**config.mk**
```make
export PLATFORM = sky130hd
export DESIGN_NAME = mushroom_line_fetcher
export DESIGN_NICKNAME = d
export VERILOG_FILES = /design/src/rtl/mushroom_line_fetcher_pkg.sv /design/src/rtl/mushroom_line_fetcher_slot_match.sv /design/src/rtl/mushroom_line_fetcher.sv
export SDC_FILE = /design/constraint.sdc
export NUM_CORES = 1
export LEC_CHECK = 0
export ABC_AREA = 1
export CORE_MARGIN = 2
export CORE_UTILIZATION = 55
export CTS_CLUSTER_SIZE = 16
export DETAILED_ROUTE_END_ITERATION = 8
export HOLD_SLACK_MARGIN = 0.12
export PLACE_DENSITY = 0.81
export SYNTH_ARGS = -nofsm -noshare
export SYNTH_HDL_FRONTEND = slang
export SYNTH_SLANG_ARGS = --single-unit
```
**constraint.sdc**
```tcl
create_clock -name Clk -period 7.85 [get_ports Clk]
set_clock_uncertainty 0.2 [all_clocks]
set_input_delay 1.57 -clock Clk [delete_from_list [all_inputs] [get_ports Clk]]
set_output_delay 1.57 -clock Clk [all_outputs]
set_load 0.005 [all_outputs]
```
**src/rtl/mushroom_line_fetcher_pkg.sv**
```systemverilog
// rtl/mushroom_line_fetcher_pkg.sv - shared types and constants for the mushroom line fetcher
//
// Purpose : sprite geometry, line-buffer slot type and fetch FSM encoding
//           used by mushroom_line_fetcher and mushroom_slot_match.
// Ports   : none (package)
package mushroom_pkg;

   localparam int SPR_W   = 16;
   localparam int SPR_H   = 16;
   localparam int COORD_W = 10;

   localparam logic [1:0] ST_IDLE  = 2'd0;
   localparam logic [1:0] ST_CHECK = 2'd1;
   localparam logic [1:0] ST_LOAD  = 2'd2;
   localparam logic [1:0] ST_SWAP  = 2'd3;

   typedef enum logic [1:0] {
      IDLE  = ST_IDLE,
      CHECK = ST_CHECK,
      LOAD  = ST_LOAD,
      SWAP  = ST_SWAP
   } fetch_state_t;

   typedef struct packed {
      logic               valid;
      logic [COORD_W-1:0] x;
      logic [SPR_W-1:0]   row;
      logic               flip;
   } slot_t;

   localparam slot_t SLOT_EMPTY = '0;

   // Coordinates are widened by one bit so that a < b shows up in the MSB
   // instead of wrapping back into the 0..15 sprite window.
   function automatic logic [COORD_W:0] coord_diff(input logic [COORD_W-1:0] a,
                                                   input logic [COORD_W-1:0] b);
      return {1'b0, a} - {1'b0, b};
   endfunction

endpackage

```
**src/rtl/mushroom_line_fetcher_slot_match.sv**
```systemverilog
// rtl/mushroom_line_fetcher_slot_match.sv - per-slot pixel hit test against draw_x
//
// Purpose : decides whether one line-buffer slot covers the current pixel.
// Ports   : slot    in  slot_t  displayed slot (valid, x, row, flip)
//           draw_x  in  10      current pixel x
//           hit     out 1       combinational hit for this slot
module mushroom_slot_match
   import mushroom_pkg::*;
(
   input  slot_t              slot,
   input  logic [COORD_W-1:0] draw_x,
   output logic               hit
);

   logic [COORD_W:0] dx;
   logic [3:0]       col;

   always_comb begin
      dx  = coord_diff(draw_x, slot.x);
      // 15-dx equals ~dx in 4 bits; xor with flip selects dx for mirrored slots.
      col = ~dx[3:0] ^ {4{slot.flip}};
      hit = slot.valid
            && (draw_x >= slot.x)
            && (dx <= (COORD_W+1)'(SPR_W-1))
            && slot.row[col];
   end

endmodule

```
**src/rtl/mushroom_line_fetcher.sv**
```systemverilog
// rtl/mushroom_line_fetcher.sv - per-scanline mushroom sprite scheduler and pixel hit generator
//
// Purpose : on new_line, scans NUM_OBJ objects, fetches ROM rows of those on next_y
//           into a work buffer (up to MAX_PER_LINE), then swaps it into the display
//           buffer used to produce is_mushroom during active video.
// Ports   : Clk, Reset (sync, active high)
//           new_line, next_y          line fetch request and target scanline
//           obj_valid, obj_x, obj_y   packed object table, obj 0 in LSBs
//           obj_flip                  per-object horizontal mirror (MUSHROOM_FLIP_EN only)
//           rom_addr / rom_data       shared sprite ROM row address and row data
//           draw_x, is_mushroom       current pixel x and registered hit
//           fetch_busy, line_ovf      fetch in progress, last line overflowed
// Config  : MUSHROOM_FLIP_EN enables obj_flip and per-slot mirroring.
module mushroom_line_fetcher
   import mushroom_pkg::*;
#(
   parameter int NUM_OBJ      = 8,
   parameter int MAX_PER_LINE = 4
)(
   input  logic                       Clk,
   input  logic                       Reset,
   input  logic                       new_line,
   input  logic [COORD_W-1:0]         next_y,
   input  logic [NUM_OBJ-1:0]         obj_valid,
   input  logic [NUM_OBJ*COORD_W-1:0] obj_x,
   input  logic [NUM_OBJ*COORD_W-1:0] obj_y,
`ifdef MUSHROOM_FLIP_EN
   input  logic [NUM_OBJ-1:0]         obj_flip,
`endif
   output logic [3:0]                 rom_addr,
   input  logic [SPR_W-1:0]           rom_data,
   input  logic [COORD_W-1:0]         draw_x,
   output logic                       is_mushroom,
   output logic                       fetch_busy,
   output logic                       line_ovf
);

   localparam int IDX_W = (NUM_OBJ > 1) ? $clog2(NUM_OBJ) : 1;
   localparam int CNT_W = $clog2(MAX_PER_LINE + 1);
   localparam logic [IDX_W-1:0] LAST_IDX   = IDX_W'(NUM_OBJ - 1);
   localparam logic [CNT_W-1:0] SLOT_LIMIT = CNT_W'(MAX_PER_LINE);

   fetch_state_t       state;
   logic [IDX_W-1:0]   idx;
   logic [COORD_W-1:0] line_y;
   logic [CNT_W-1:0]   work_cnt;
   logic               ovf_work;

   slot_t work_buf [MAX_PER_LINE];
   slot_t disp_buf [MAX_PER_LINE];

   logic [COORD_W-1:0] cur_x;
   logic [COORD_W-1:0] cur_y;
   logic               cur_flip;
   logic [COORD_W:0]   dy;
   logic               obj_hit;
   logic               slot_free;
   logic               last_obj;
   logic [MAX_PER_LINE-1:0] slot_hit;

   always_comb begin
      cur_x     = obj_x[idx*COORD_W +: COORD_W];
      cur_y     = obj_y[idx*COORD_W +: COORD_W];
`ifdef MUSHROOM_FLIP_EN
      cur_flip  = obj_flip[idx];
`else
      cur_flip  = 1'b0;
`endif
      dy        = coord_diff(line_y, cur_y);
      obj_hit   = obj_valid[idx] && (line_y >= cur_y) && (dy <= (COORD_W+1)'(SPR_H-1));
      slot_free = work_cnt < SLOT_LIMIT;
      last_obj  = idx == LAST_IDX;
   end

   always_ff @(posedge Clk) begin
      if (Reset) begin
         state       <= IDLE;
         idx         <= '0;
         line_y      <= '0;
         work_cnt    <= '0;
         ovf_work    <= 1'b0;
         rom_addr    <= '0;
         fetch_busy  <= 1'b0;
         line_ovf    <= 1'b0;
         is_mushroom <= 1'b0;
         for (int s = 0; s < MAX_PER_LINE; s++) begin
            work_buf[s] <= SLOT_EMPTY;
            disp_buf[s] <= SLOT_EMPTY;
         end
      end else begin
         is_mushroom <= |slot_hit;

         case (state)
            CHECK: begin
               if (obj_hit && slot_free) begin
                  rom_addr <= dy[3:0];
                  state    <= LOAD;
               end else begin
                  if (obj_hit)
                     ovf_work <= 1'b1;
                  if (last_obj)
                     state <= SWAP;
                  else
                     idx <= idx + 1'b1;
               end
            end
            LOAD: begin
               // rom_data now reflects the rom_addr registered in CHECK.
               for (int s = 0; s < MAX_PER_LINE; s++) begin
                  if (CNT_W'(s) == work_cnt)
                     work_buf[s] <= '{valid: 1'b1, x: cur_x, row: rom_data, flip: cur_flip};
               end
               work_cnt <= work_cnt + 1'b1;
               if (last_obj) begin
                  state <= SWAP;
               end else begin
                  idx   <= idx + 1'b1;
                  state <= CHECK;
               end
            end
            SWAP: begin
               for (int s = 0; s < MAX_PER_LINE; s++)
                  disp_buf[s] <= work_buf[s];
               line_ovf   <= ovf_work;
               fetch_busy <= 1'b0;
               state      <= IDLE;
            end
            default: ;
         endcase

         // A new_line always (re)starts the scan; placed last so it overrides any
         // in-flight CHECK/LOAD update. The display buffer is only written by SWAP.
         if (new_line) begin
            state      <= CHECK;
            idx        <= '0;
            line_y     <= next_y;
            work_cnt   <= '0;
            ovf_work   <= 1'b0;
            fetch_busy <= 1'b1;
            for (int s = 0; s < MAX_PER_LINE; s++)
               work_buf[s] <= SLOT_EMPTY;
         end
      end
   end

   for (genvar g = 0; g < MAX_PER_LINE; g++) begin : g_slot
      mushroom_slot_match u_match (
         .slot   (disp_buf[g]),
         .draw_x (draw_x),
         .hit    (slot_hit[g])
      );
   end

endmodule

```
==> After elaboration in Yosys (flattened, before gate mapping) <==
Memory sizes are Yosys's and may differ from the RTL's.
Index checks and enable logic that the tools add are counted.
{ "classes": {"shift": 2, "eq_ne": 10, "n_addsub": 7, "n_bitwise": 21, "n_mux": 56, "magnitude_cmp": 16, "reduce_logical": 27, "mul": 1} }
{ "ops": {"columns": ["op", "count"], "rows": [
  ["2-to-1 mux 27 bit", 8],
  ["variable part select 80 x 8 -> 10 bit", 2],
  ["2-to-1 mux 28 bit", 4],
  ["<= comparator 11 x 4 -> 1 bit, second input constant", 5],
  ["subtractor 10 x 10 -> 11 bit", 5],
  ["greater-or-equal comparator 10 bit", 5],
  ["2-to-1 mux 1 bit", 32],
  ["less-than comparator 4 x 5 -> 1 bit, second input constant", 4],
  ["binary-select mux 1 bit (select 4 bit)", 4],
  ["NOT 4 bit", 4],
  ["bitwise XOR 4 bit", 4],
  ["logical AND 1 bit", 15],
  ["OR 1 bit", 12],
  ["AND reduction 2 bit", 4],
  ["adder 3 x 1 -> 3 bit, second input constant", 2],
  ["== test 2 x 3 -> 1 bit, first input constant", 2],
  ["multiplier 3 x 3 -> 6 bit, second input constant", 1],
  ["2-to-1 mux 2 bit", 3],
  ["2-to-1 mux 3 bit", 2],
  ["case mux 2 bit (3 select lines)", 1],
  ["case mux 3 bit (2 select lines)", 1],
  ["== test 2 bit, second input constant", 2],
  ["less-than comparator 3 x 4 -> 1 bit, second input constant", 1],
  ["!= test 4 bit, second input constant", 1],
  ["other kinds (15)", 16]
]} }
{ "word_totals": {"output_inout_bits": 7, "regBits": 26, "in_bits": 207, "mem_count": 2, "ramBits": 220, "word_cells": 152} }
{ "mem_list": {"columns": ["memory", "depth", "word_bits", "read_ports", "rd_clocked_by_memory_dff", "write_ports", "line_no", "text"], "rows": [
  ["disp_buf", 4, 28, 4, 0, 4, "mushroom_line_fetcher.sv:50", "slot_t disp_buf [MAX_PER_LINE];"],
  ["work_buf", 4, 27, 4, 0, 4, "mushroom_line_fetcher.sv:49", "slot_t work_buf [MAX_PER_LINE];"]
]} }

==> Longest topological paths before layout <==
{ "depth": {"ltp_word": 9, "mapped_depth": 26, "ltp_nobuf": 24} }

==> By module <==
A second synthesis with hierarchy kept.
{ "unflattened": {"cells_unflattened": 1938, "hier_area_um2": 14451.4} }
{ "by_module_without_submodules": {"columns": ["module", "seq_area_each_um2", "instances", "cells_per_inst", "area_per_inst_um2"], "rows": [
  ["mushroom_line_fetcher", 6456.2, 1, 1197, 10846.7],
  ["mushroom_slot_match (g_slot[1].u_match ...)", 0.0, 3, 189, 923.4],
  ["mushroom_slot_match (g_slot[0].u_match)", 0.0, 1, 174, 834.6]
]} }

==> Least setup slack after synthesis <==
No wires, ideal clock.
{ "synth_path": {"path_kind": "input to register", "start": "input Reset", "end": "memory disp_buf[0][10] in the netlist's numbering (enable)", "setup_slack_ps": 2834, "setup_ps": 471, "stages": 4, "n_path_buf": 2, "t_arrival_ps": 4345, "required_ps": 7179, "cell_sequence": "clkbuf_1 > inv_1 > buf_2 > nand2_1"} }
{ "synth_rtl": {"columns": ["item", "line_no", "text"], "rows": [
  ["start: declaration", "mushroom_line_fetcher.sv:21", "input logic Reset,"],
  ["end: declaration", "mushroom_line_fetcher.sv:50", null]
]} }

==> Worst setup path in the final report <==
{ "layout_path": {"start": "register idx[0]", "end": "register state[0]"} }
{ "layout_via": {"elab_chain_len": 9, "word_cells_on_any_way": 16, "classes_between": "1 x add/sub; 1 x mul; 2 x order compare; 2 x eq/ne; 1 x shift; 5 x mux; 4 x reduce/logical"} }
{ "layout_lines": {"columns": ["item", "line_no", "text"], "rows": [
  ["start: declaration", "mushroom_line_fetcher.sv:44", "logic [IDX_W-1:0] idx;"],
  ["start signal: assignment", "mushroom_line_fetcher.sv:104", "idx <= idx + 1'b1;"],
  ["start signal: assignment", "mushroom_line_fetcher.sv:117", "idx <= idx + 1'b1;"],
  ["multiplier 3 x 3 -> 6 bit", "mushroom_line_fetcher.sv:63", "cur_y = obj_y[idx*COORD_W +: COORD_W];"],
  ["variable part select 80 x 8 -> 10 bit", "mushroom_line_fetcher.sv:63", null],
  ["subtractor 10 x 10 -> 11 bit or greater-or-equal comparator 10 bit (tied branches)", "mushroom_line_fetcher_pkg.sv:37, mushroom_line_fetcher.sv:70", null],
  ["<= comparator 11 x 4 -> 1 bit or logical AND 1 bit (tied branches)", "mushroom_line_fetcher.sv:70", "obj_hit = obj_valid[idx] && (line_y >= cur_y) && (dy <= (COORD_W+1)'(SPR_H-1));"],
  ["logical AND 1 bit", "mushroom_line_fetcher.sv:70", null],
  ["logical AND 1 bit", "mushroom_line_fetcher.sv:95", "if (obj_hit && slot_free) begin"],
  ["2-to-1 mux 2 bit", "mushroom_line_fetcher.sv:95", null],
  ["case mux 2 bit (3 select lines)", "mushroom_line_fetcher.sv:93", "case (state)"],
  ["2-to-1 mux 1 bit", "mushroom_line_fetcher.sv:133", "if (new_line) begin"],
  ["end signal: assignment", "mushroom_line_fetcher.sv:97", "state <= LOAD;"],
  ["end signal: assignment", "mushroom_line_fetcher.sv:102", "state <= SWAP;"],
  ["end signal: assignment", "mushroom_line_fetcher.sv:134", "state <= CHECK;"],
  ["end: declaration", "mushroom_line_fetcher.sv:43", "fetch_state_t state;"]
]} }
Several ways; a longest one is shown, not always the timed one. The select of a mux whose other input is x is not followed.
A chain may end at the register's enable or synchronous reset.

==> impl_summary.log <==
[metrics] outcome: complete, no violations
[metrics] final hold viol count: 0
[metrics] number of inserted filler cells in the final layout: 1911
[metrics] DRT antenna net count: 0
[metrics] via count of the first global-routing pass: between 10000 and 15000
[metrics] drt total wl: 37.29 mm
[metrics] Power Total: 3.405 mW
[metrics] DIE HEIGHT: around 160 microns
[metrics] highest-delay cell along the critical path: buf_4
[metrics] area fraction of the dominant cell type after synthesis: 0.3547
[metrics] clock-pin slew on the worst setup and hold paths: 0.06 ns
[metrics] maximum clock path buffer count: 3
[metrics] Antenna Diode Count: 0
[metrics] top-level I/O count: 214
[metrics] detailed placement HPWL: about 28 mm
[metrics] PostCTS Resize Cnt: 0
[metrics] All-Layer GR Usage: 0.2818
[metrics] Routability Congestion: 0.9814
[metrics] most common cell after layout, fill and taps aside: nor2_1
[metrics] critical path type: reg -> reg
[metrics] critical path's largest stage delay: between 0.5 and 0.6 ns
[metrics] die area: 26060 sq um
[metrics] Syn Std Cell Area: 13630 sq um
[metrics] Power Dens Cells: 202.0 nW/um^2
[metrics] first drt pass iteration count: 5
[metrics] synthesized netlist net count: 1983
[metrics] worst-case setup slack after placement: 2.865 ns
[metrics] initial cell density of the core: 0.5604
[metrics] net switching fraction of the power: 0.2734
[metrics] Yosys warning count: 0
[metrics] largest cells by area after synthesis: edfxtp_1 35%, dfxtp_1 12%, nor2_1 9.3%
[metrics] asr flop ratio synth: 0
[metrics] top fanout value on the critical path: 86
[metrics] prevailing post-synth register cell: edfxtp_1
[metrics] DRC Markers: 0
[metrics] Post-synth EDFFs: between 150 and 200
[metrics] clock latency on the worst-skew pair: 0.54 ns
[metrics] transition at the pin with the smallest max-transition slack: between 1 and 1.5 ns
[metrics] element type at the critical path end: flop
[metrics] worst ir drop on vdd: 145.4 uV
[metrics] Comb pwr share: 0.201
[metrics] fraction of layout instances using a drive strength above 1: 0.03450
[metrics] final setup margin: 3.151 ns
[metrics] ordered cell list for the critical path: buf_4, inv_2, buf_4, o21ai_0, a31oi_1, ha_1, fa_1, inv_1, nand2_1, nand2_1, nand3_1, nand2_1, nand2_1, nand2_1, nand2_1, nand2_1, nand2_1, nor2_2, nand2_1, nand3_1, nand2_1, nand2_1, a21oi_2
[metrics] register-to-register path setup slack: 3.15 ns
[metrics] required arrival time at the worst endpoint: 8.05 ns
[metrics] setup violation total in the final timing report: 0
[metrics] post-synthesis register bit count: 242
[metrics] unrepaired setup endpoints after global routing: false
[metrics] first-pass GRT wire length: 58.47 mm
[metrics] total global routing overflow: 0
[metrics] quantity of hold-fixing buffers added after cts: 0
[metrics] Max Cap Viol: 0
[metrics] number of placement rows: 57
[metrics] setup tns final: 0 ns
[metrics] pin count of the biggest net entering global routing: a little under 100
[metrics] mean instance size in the synthesized netlist: between 7 and 8 sq um
[metrics] clock tree from TritonCTS: done
[metrics] cell mode on critical path: nand2_1
[metrics] buffers added on ports: 213
[metrics] area taken by flip-flops and latches: 6457 sq um
[metrics] count of final max-slew check failures: 0
[metrics] net count reported at finish: 2166
[metrics] antenna violations before repair: 0
[metrics] clock buffers created by TritonCTS: 25
[metrics] biggest area consumer among synthesized cells: edfxtp_1
[metrics] total number of vias: 12200
[metrics] Via-to-Cell Ratio: 5.453
[metrics] fin crit share: 0.5986
[metrics] leakage power: 6.928 nW
[metrics] CP startpoint kind: flop
[metrics] worst-case headroom to the max-slew limit: 0.2193
[metrics] Switching Power: 0.9310 mW
[metrics] placeable core region: 24320 sq um
[metrics] violation count after the first detailed-routing iteration: 1041
[metrics] Achievable Freq: 0.2128 GHz
[metrics] power share of the clock group: 0.379
[metrics] proportion of synthesized chip area in sequential cells: 0.4737
[metrics] cell internal pwr: 2.474 mW
[metrics] multi-input combinational cell area: 5731 sq um
[metrics] Wirelength per Cell: 16.67 microns
[metrics] maximum level of the CTS H-tree: 1
[metrics] Sequential Power Share: 0.420
[metrics] Cells after Synth: 1711
[metrics] worst hold-check path type: reg -> reg
[metrics] horizontal die dimension: 161.4 microns
[metrics] arrival time reported for the critical path endpoint: roughly 5 ns
[metrics] Post CTS Setup Buffer Count: 0
[metrics] commonest cells after routing, fill and taps aside: 336 x nor2_1, 302 x inv_1, 228 x nand2_1
[metrics] relative area change from synthesis to final layout: 23.68%
[metrics] library cell used as clock root buffer: clkbuf_16
[metrics] Final min period: around 4.7 ns
[metrics] count of distinct cell types in the synthesized netlist: 43
[metrics] Sink Count: 242
-- synth_stat cells (3+ instances only) --
cell type	instances
a21oi_1	79
a22o_1	10
a31oi_1	4
buf_2	17
clkbuf_1	45
dfxtp_1	81
edfxtp_1	161
fa_1	5
ha_1	60
inv_1	303
inv_2	3
nand2_1	230
nand3_1	56
nand4_1	16
nor2_1	336
nor2_2	6
nor3_1	4
o211ai_1	5
o21a_1	3
o21ai_0	132
o21ai_1	12
o21bai_1	6
o221ai_1	18
o22ai_1	65
xnor2_1	4
xor2_1	25
-- sequential cells by signal (all words and copies together) (netlist names) --
signal	cells
disp_buf	108
work_buf	108
line_y	10
rom_addr	4
idx	3
work_cnt	3
state	2
fetch_busy	1
is_mushroom	1
line_ovf	1
ovf_work	1
-- per-layer routing --
layer / up-vias / GRT usage / wire, microns
met5: - / 0 / 0
met4: 0 / 0.1132 / 1499
met3: 106 / 0.04289 / 2531
met2: 497 / 0.4949 / 18210
met1: 5627 / 0.3485 / 15050
li1: 5969 / - / -
-- layout make-up --
type / instances / area share
clock inverters: 16 / 0.01455
repair buffers: 223 / 0.1309
clock buffers: 30 / 0.03882
inverters: 308 / 0.06866
well taps: 324 / 0.02405
multi-input cells: 1094 / 0.3399
flip-flops and latches: 242 / 0.3831
-- critical path: cells and delay by family (launching register included) --
kind	cells	cell delay, ns
simple gates	14	1.28
compound gates	3	0.49
flops	1	0.31
fa+ha+maj	2	0.67
buf+inv	4	1.57
-- stage by stage --
stage	area, sq um	hold slack [ns]	std cells	util
6_report	16860	0.2616	2237	0.6932
5_1_grt	16860	0.2877	2237	0.6932
4_1_cts	16860	0.2617	2237	0.6932
3_5_place_dp	15960	0.2525	2191	0.6562
3_3_place_gp	15960	0.2492	2191	0.6562
2_1_floorplan	13630	0.2308	1711	-
-- logic make-up (layout without fill, tap and decap cells) --
family          after synthesis  in the layout  share of synthesized area
compound gates              345            345                     0.1457
xor+xnor                     29             29                    0.01864
fa+ha+maj                    65             65                    0.06243
buf+inv                     375            577                     0.1073
flops                       242            242                     0.4737
mux                           2              2                   0.001469
simple gates                653            653                     0.1908
-- final timing paths --
path | startpoint | end | cells after the start
min reg2reg | work_buf[0][11] | work_buf[0][11] | 2
max | idx[0] | state[0] | 23
max reg2reg | idx[0] | state[0] | 23
min | work_buf[0][11] | work_buf[0][11] | 2
-- power by group through the flow --
stage	Sequential [mW]	Combinational, mW	Clock [mW]
3_5_place_dp	1.46	0.676	0
6_report	1.43	0.685	1.29
2_1_floorplan	1.45	0.424	0
4_1_cts	1.43	0.681	1.30
3_3_place_gp	1.46	0.666	0
5_1_grt	1.44	0.757	1.35
(Power assumes the default switching activity.)
==> variant 1 (config.mk and constraints unchanged) <==
Change the package constant `COORD_W` from 10 to 5.
--- a/src/rtl/mushroom_line_fetcher_pkg.sv
+++ b/src/rtl/mushroom_line_fetcher_pkg.sv
@@ -7,7 +7,7 @@
 
    localparam int SPR_W   = 16;
    localparam int SPR_H   = 16;
-   localparam int COORD_W = 10;
+   localparam int COORD_W = 5;
 
    localparam logic [1:0] ST_IDLE  = 2'd0;
    localparam logic [1:0] ST_CHECK = 2'd1;
Interface: changed (resized draw_x, next_y, obj_x and obj_y); port bits go from 214 to 124. No check against the original RTL was run, so the function may have changed too.
==> variant 1 against the unedited design <==
Register-to-register slack gained 1.2 ns; hold slack better by 0.017 ns; sequential cell count decreased by 45; utilization is 2.1 points lower; combinational power fell by 43%; critical endpoint is now work_buf[2][1]; area after synthesis down 28%; setup slack better by 0.50 ns; total power decreased by 30%; clock power fell by 36%; via count is 37% lower; routed wire length fell by 39%; global-route usage down 2.8 points; cell area is 31% lower.
==> variant 1: results (changes against the unedited design) <==
status: completed (unchanged)
Placement Cell Area: 11100 um2 (was 16000 um2)
Global Route Usage Sum: 0.253 (was 0.282)
top cells by area, synth: edfxtp_1 (40%), dfxtp_1 (13%), nor2_1 (8.4%) (was edfxtp_1 (35%), dfxtp_1 (12%), nor2_1 (9.3%))
I/O Buffers: 123 (was 213)
initial DRC count: 545 (was 1041)
peak supply drop: 118 uV (was 145 uV)
clk_lat worst skew: 0.44 ns (was 0.54 ns)
cell count after placement: 1436 (was 2191)
Place WS: 3.16 ns (was 2.86 ns)
largest net degree at the start of global routing: 89 (was 98)
Non-Filler Instances: 1468 (was 2237)
crit-path leading delay family: simple AND/OR/NAND/NOR gates (was buffers and inverters)
FILL cells: 1369 (was 1911)
vias in the first global route: 7385 (was 11900)
Post-synth EDFFs: 131 (was 161)
biggest regs: disp_buf (88), work_buf (88), line_y (5) (was disp_buf (108), work_buf (108), line_y (10))
LEAKAGE: 4.72 nW (was 6.93 nW)
Synth cell types: 37 (was 43)
CTS max path bufs: 2 (was 3)
H-tree levels: 4 (was 1)
Max stage delay on crit path: 0.88 ns (was 0.59 ns)
critical path fanouts, max: 23 (was 86)
global-route wire length before repair: 35.8 mm (was 58.5 mm)
DRT Wirelength: 22.9 mm (was 37.3 mm)
share of layout cells above drive strength 1: 0.0579 (was 0.0345)
slowest cell on the critical path: nand2_1 (was buf_4)
Vias/cell: 5.24 (was 5.45)
Synth Area per Inst: 8.71 um2 (was 7.97 um2)
Post-DP HPWL: 16.1 mm (was 27.6 mm)
CTS buffer count: 17 (was 25)
GP Congestion: 0.892 (was 0.981)
syn nets: 1288 (was 1983)
Post-synth top cells: nor2_1 (220), inv_1 (196), edfxtp_1 (131), nand2_1 (131) (was nor2_1 (336), inv_1 (303), nand2_1 (230), edfxtp_1 (161), o21ai_0 (132))
Worst-Margin Slew: 1.11 ns (was 1.17 ns)
Worst Path Arrival: 4.06 ns (was 4.90 ns)
fin area: 11700 um2 (was 16900 um2)
==> variant 1: cell types whose count changed after synthesis, moves of 10 or more <==
cell	delta
o21ai_0	-65
o221ai_1	-10
nor2_1	-116
clkbuf_1	-29
ha_1	-24
inv_1	-107
edfxtp_1	-30
nand4_1	-15
nand3_1	+11
a21oi_1	-40
dfxtp_1	-15
xor2_1	-17
o22ai_1	-28
nand2_1	-99
==> variant 1: final cells by class <==
| class | instances | share of cell area |
|---|---|---|
| sequential | 197 | 0.449 |
| multi-input combinational | 681 | 0.305 |
| timing repair buffer | 127 | 0.108 |
| inverter | 206 | 0.0665 |
| clock buffer | 17 | 0.0363 |
| tap | 225 | 0.0240 |
| clock inverter | 15 | 0.0118 |
==> variant 1: report_power, final <==
| part | internal, mW | switching, mW | leakage (nW) |
|---|---|---|---|
| registers | 1.16 | 0.0243 | 1.93 |
| logic | 0.154 | 0.235 | 2.52 |
| clock network | 0.421 | 0.402 | 0.275 |
==> variant 1: final timing paths <==
check	start	to	slack, ns	cells past startpoint
worst max-delay path	Reset	work_buf[2][1]	3.65	4
worst min-delay path	work_buf[3][21]	work_buf[3][21]	0.28	2
worst max register to register	idx[1]	idx[1]	4.37	18
worst min register to register	work_buf[3][21]	work_buf[3][21]	0.28	2
==> variant 1: metal layers <==
layer	GRT usage	vias up	routed length [um]
li1	-	3860	-
met1	0.296	3495	8820
met2	0.429	274	11100
met3	0.0644	63	1810
met4	0.138	0	1180
met5	0	-	0
==> variant 1: kinds of logic after synthesis <==
family	share of synthesized area
flip-flops	0.534
AO/OA/AOI/OAI	0.110
adder cells (fa/ha/maj)	0.0559
AND/OR/NAND/NOR	0.188
buffers and inverters	0.104
XOR/XNOR	0.00890
==> variant 2 (same settings) <==
Made on the original files. Add an input register stage for `rom_data`; this delays it by one clock. The other inputs are not delayed to match. Comments in the files are not updated.
--- a/src/rtl/mushroom_line_fetcher.sv
+++ b/src/rtl/mushroom_line_fetcher.sv
@@ -39,6 +39,12 @@
    localparam int CNT_W = $clog2(MAX_PER_LINE + 1);
    localparam logic [IDX_W-1:0] LAST_IDX   = IDX_W'(NUM_OBJ - 1);
    localparam logic [CNT_W-1:0] SLOT_LIMIT = CNT_W'(MAX_PER_LINE);
+
+   logic [SPR_W-1:0] rom_data_q;
+
+   always_ff @(posedge Clk) begin
+      rom_data_q <= rom_data;
+   end
 
    fetch_state_t       state;
    logic [IDX_W-1:0]   idx;
@@ -108,7 +114,7 @@
                // rom_data now reflects the rom_addr registered in CHECK.
                for (int s = 0; s < MAX_PER_LINE; s++) begin
                   if (CNT_W'(s) == work_cnt)
-                     work_buf[s] <= '{valid: 1'b1, x: cur_x, row: rom_data, flip: cur_flip};
+                     work_buf[s] <= '{valid: 1'b1, x: cur_x, row: rom_data_q, flip: cur_flip};
                end
                work_cnt <= work_cnt + 1'b1;
                if (last_obj) begin
Formal check against the unedited RTL: no difference found for any inputs over 4 cycles, from zero or initial values and one cycle with Reset high; that may be too few to reach the edited logic, so the function may still have changed.
==> variant 2 against the unedited design <==
Cell count hardly changed; area after synthesis is 1.7% higher; setup slack better by 0.18 ns; largest cell class unchanged; sequential cell count is 16 higher; critical path depth is 16 lower; cell area is 1.4% higher; total power is 1.2% higher; hold slack worse by 0.0015 ns; routed wire length is 1.9% lower; critical path type is now in -> reg.
==> variant 2: results (changes against the unedited design) <==
status: completed (unchanged)
Diodes inserted: 0 (unchanged)
FILL cells: 1996 (was 1911)
asr flop ratio synth: 0 (unchanged)
Worst-Margin Slew: 1.22 ns (was 1.17 ns)
post-CTS sizing: 0 (unchanged)
Final nets: 2161 (was 2166)
Post-DP HPWL: 26.1 mm (was 27.6 mm)
GP Congestion: 0.923 (was 0.981)
antenna violations before repair: 0 (unchanged)
Max stage delay on crit path: 0.85 ns (was 0.59 ns)
Post-synth EDFFs: 161 (unchanged)
synth warn: 0 (unchanged)
H-tree levels: 1 (unchanged)
slowest cell on the critical path: nand2_1 (was buf_4)
Post-synth top cells: nor2_1 (355), inv_1 (285), nand2_1 (204), edfxtp_1 (161), o21ai_0 (146) (was nor2_1 (336), inv_1 (303), nand2_1 (230), edfxtp_1 (161), o21ai_0 (132))
initial DRC count: 1270 (was 1041)
clk_lat worst skew: 0.53 ns
DRT Wirelength: 36.6 mm (was 37.3 mm)
Placement Cell Area: 16200 um2 (was 16000 um2)
HP Class: reg -> reg (unchanged)
grt total ovfl: 0 (unchanged)
vias in the first global route: 11400 (was 11900)
final slew viol count: 0 (unchanged)
Pre-antenna DRT Iters: 6 (was 5)
Worst Path Arrival: 4.55 ns (was 4.90 ns)
share of layout cells above drive strength 1: 0.0424 (was 0.0345)
I/O Buffers: 213 (unchanged)
syn nets: 1975 (was 1983)
CTS buffer count: 26 (was 25)
global-route wire length before repair: 56.8 mm (was 58.5 mm)
top cells by area, synth: edfxtp_1 (35%), dfxtp_1 (14%), nor2_1 (9.6%) (was edfxtp_1 (35%), dfxtp_1 (12%), nor2_1 (9.3%))
Synth cell types: 38 (was 43)
Seq/Total Area, Yosys: 0.489 (was 0.474)
Place WS: 2.92 ns (was 2.86 ns)
biggest regs: disp_buf (108), work_buf (108), rom_data_q (16) (was disp_buf (108), work_buf (108), line_y (10))
peak supply drop: 158 uV (was 145 uV)
LEAKAGE: 7.04 nW (was 6.93 nW)
largest net degree at the start of global routing: 88 (was 98)
Global Route Usage Sum: 0.269 (was 0.282)
CTS max path bufs: 3 (unchanged)
Via Count: 12200 (about the same)
Clock transition at path regs: 0.06 ns (about the same)
Setup Buffers After CTS: 0 (unchanged)
clk root buf: clkbuf_16 (unchanged)
critical path fanouts, max: 27 (was 86)
-- variant 2: area by class of cell --
cell class	instances	area [um2]	share of cell area
clock inverter	13	129	0.00754
sequential	258	6780	0.396
inverter	292	1100	0.0641
timing repair buffer	224	2210	0.130
clock buffer	35	726	0.0424
multi-input combinational	1087	5740	0.336
tap	330	413	0.0242
-- variant 2: path summary, 6_finish.rpt --
| kind | end | depth (start not counted) | startpoint | slack (ns) |
|---|---|---|---|---|
| max | work_buf[1][23] | 7 | Reset | 3.33 |
| min | work_buf[0][6] | 2 | rom_data_q[6] | 0.26 |
| max reg2reg | idx[2] | 20 | idx[0] | 4.03 |
| min reg2reg | work_buf[0][6] | 2 | rom_data_q[6] | 0.26 |
-- variant 2: metrics by stage --
step	util	std cells
floorplan	-	1703
global placement	0.651	2191
detailed placement	0.651	2191
CTS	0.685	2239
global route	0.685	2239
finish	0.685	2239
-- variant 2: critical path, delay by kind of cell --
family        cells  cell delay (ns)
simple gates      5             2.01
buf+inv           2             0.95
-- variant 2: per-layer routing --
layer / up-vias / wire, um / part of all wire / global-route usage
met2: 490 / 17700 / 0.48 / 0.457
li1: 5963 / - / - / -
met4: 0 / 1180 / 0.032 / 0.0869
met5: - / 0 / 0 / 0
met3: 101 / 2910 / 0.080 / 0.0484
met1: 5600 / 14800 / 0.40 / 0.351
-- variant 2: where the power goes --
group	internal [mW]	switching [mW]
logic	0.271	0.418
registers	1.50	0.0266
clock network	0.717	0.511
total	2.49	0.955
-- variant 2: cell families after synthesis --
logic type,Yosys count,synth area share
AND/OR/NAND/NOR,657,0.195
buffers and inverters,358,0.0984
AO/OA/AOI/OAI,341,0.141
flip-flops,258,0.489
adder cells (fa/ha/maj),65,0.0614
XOR/XNOR,24,0.0152
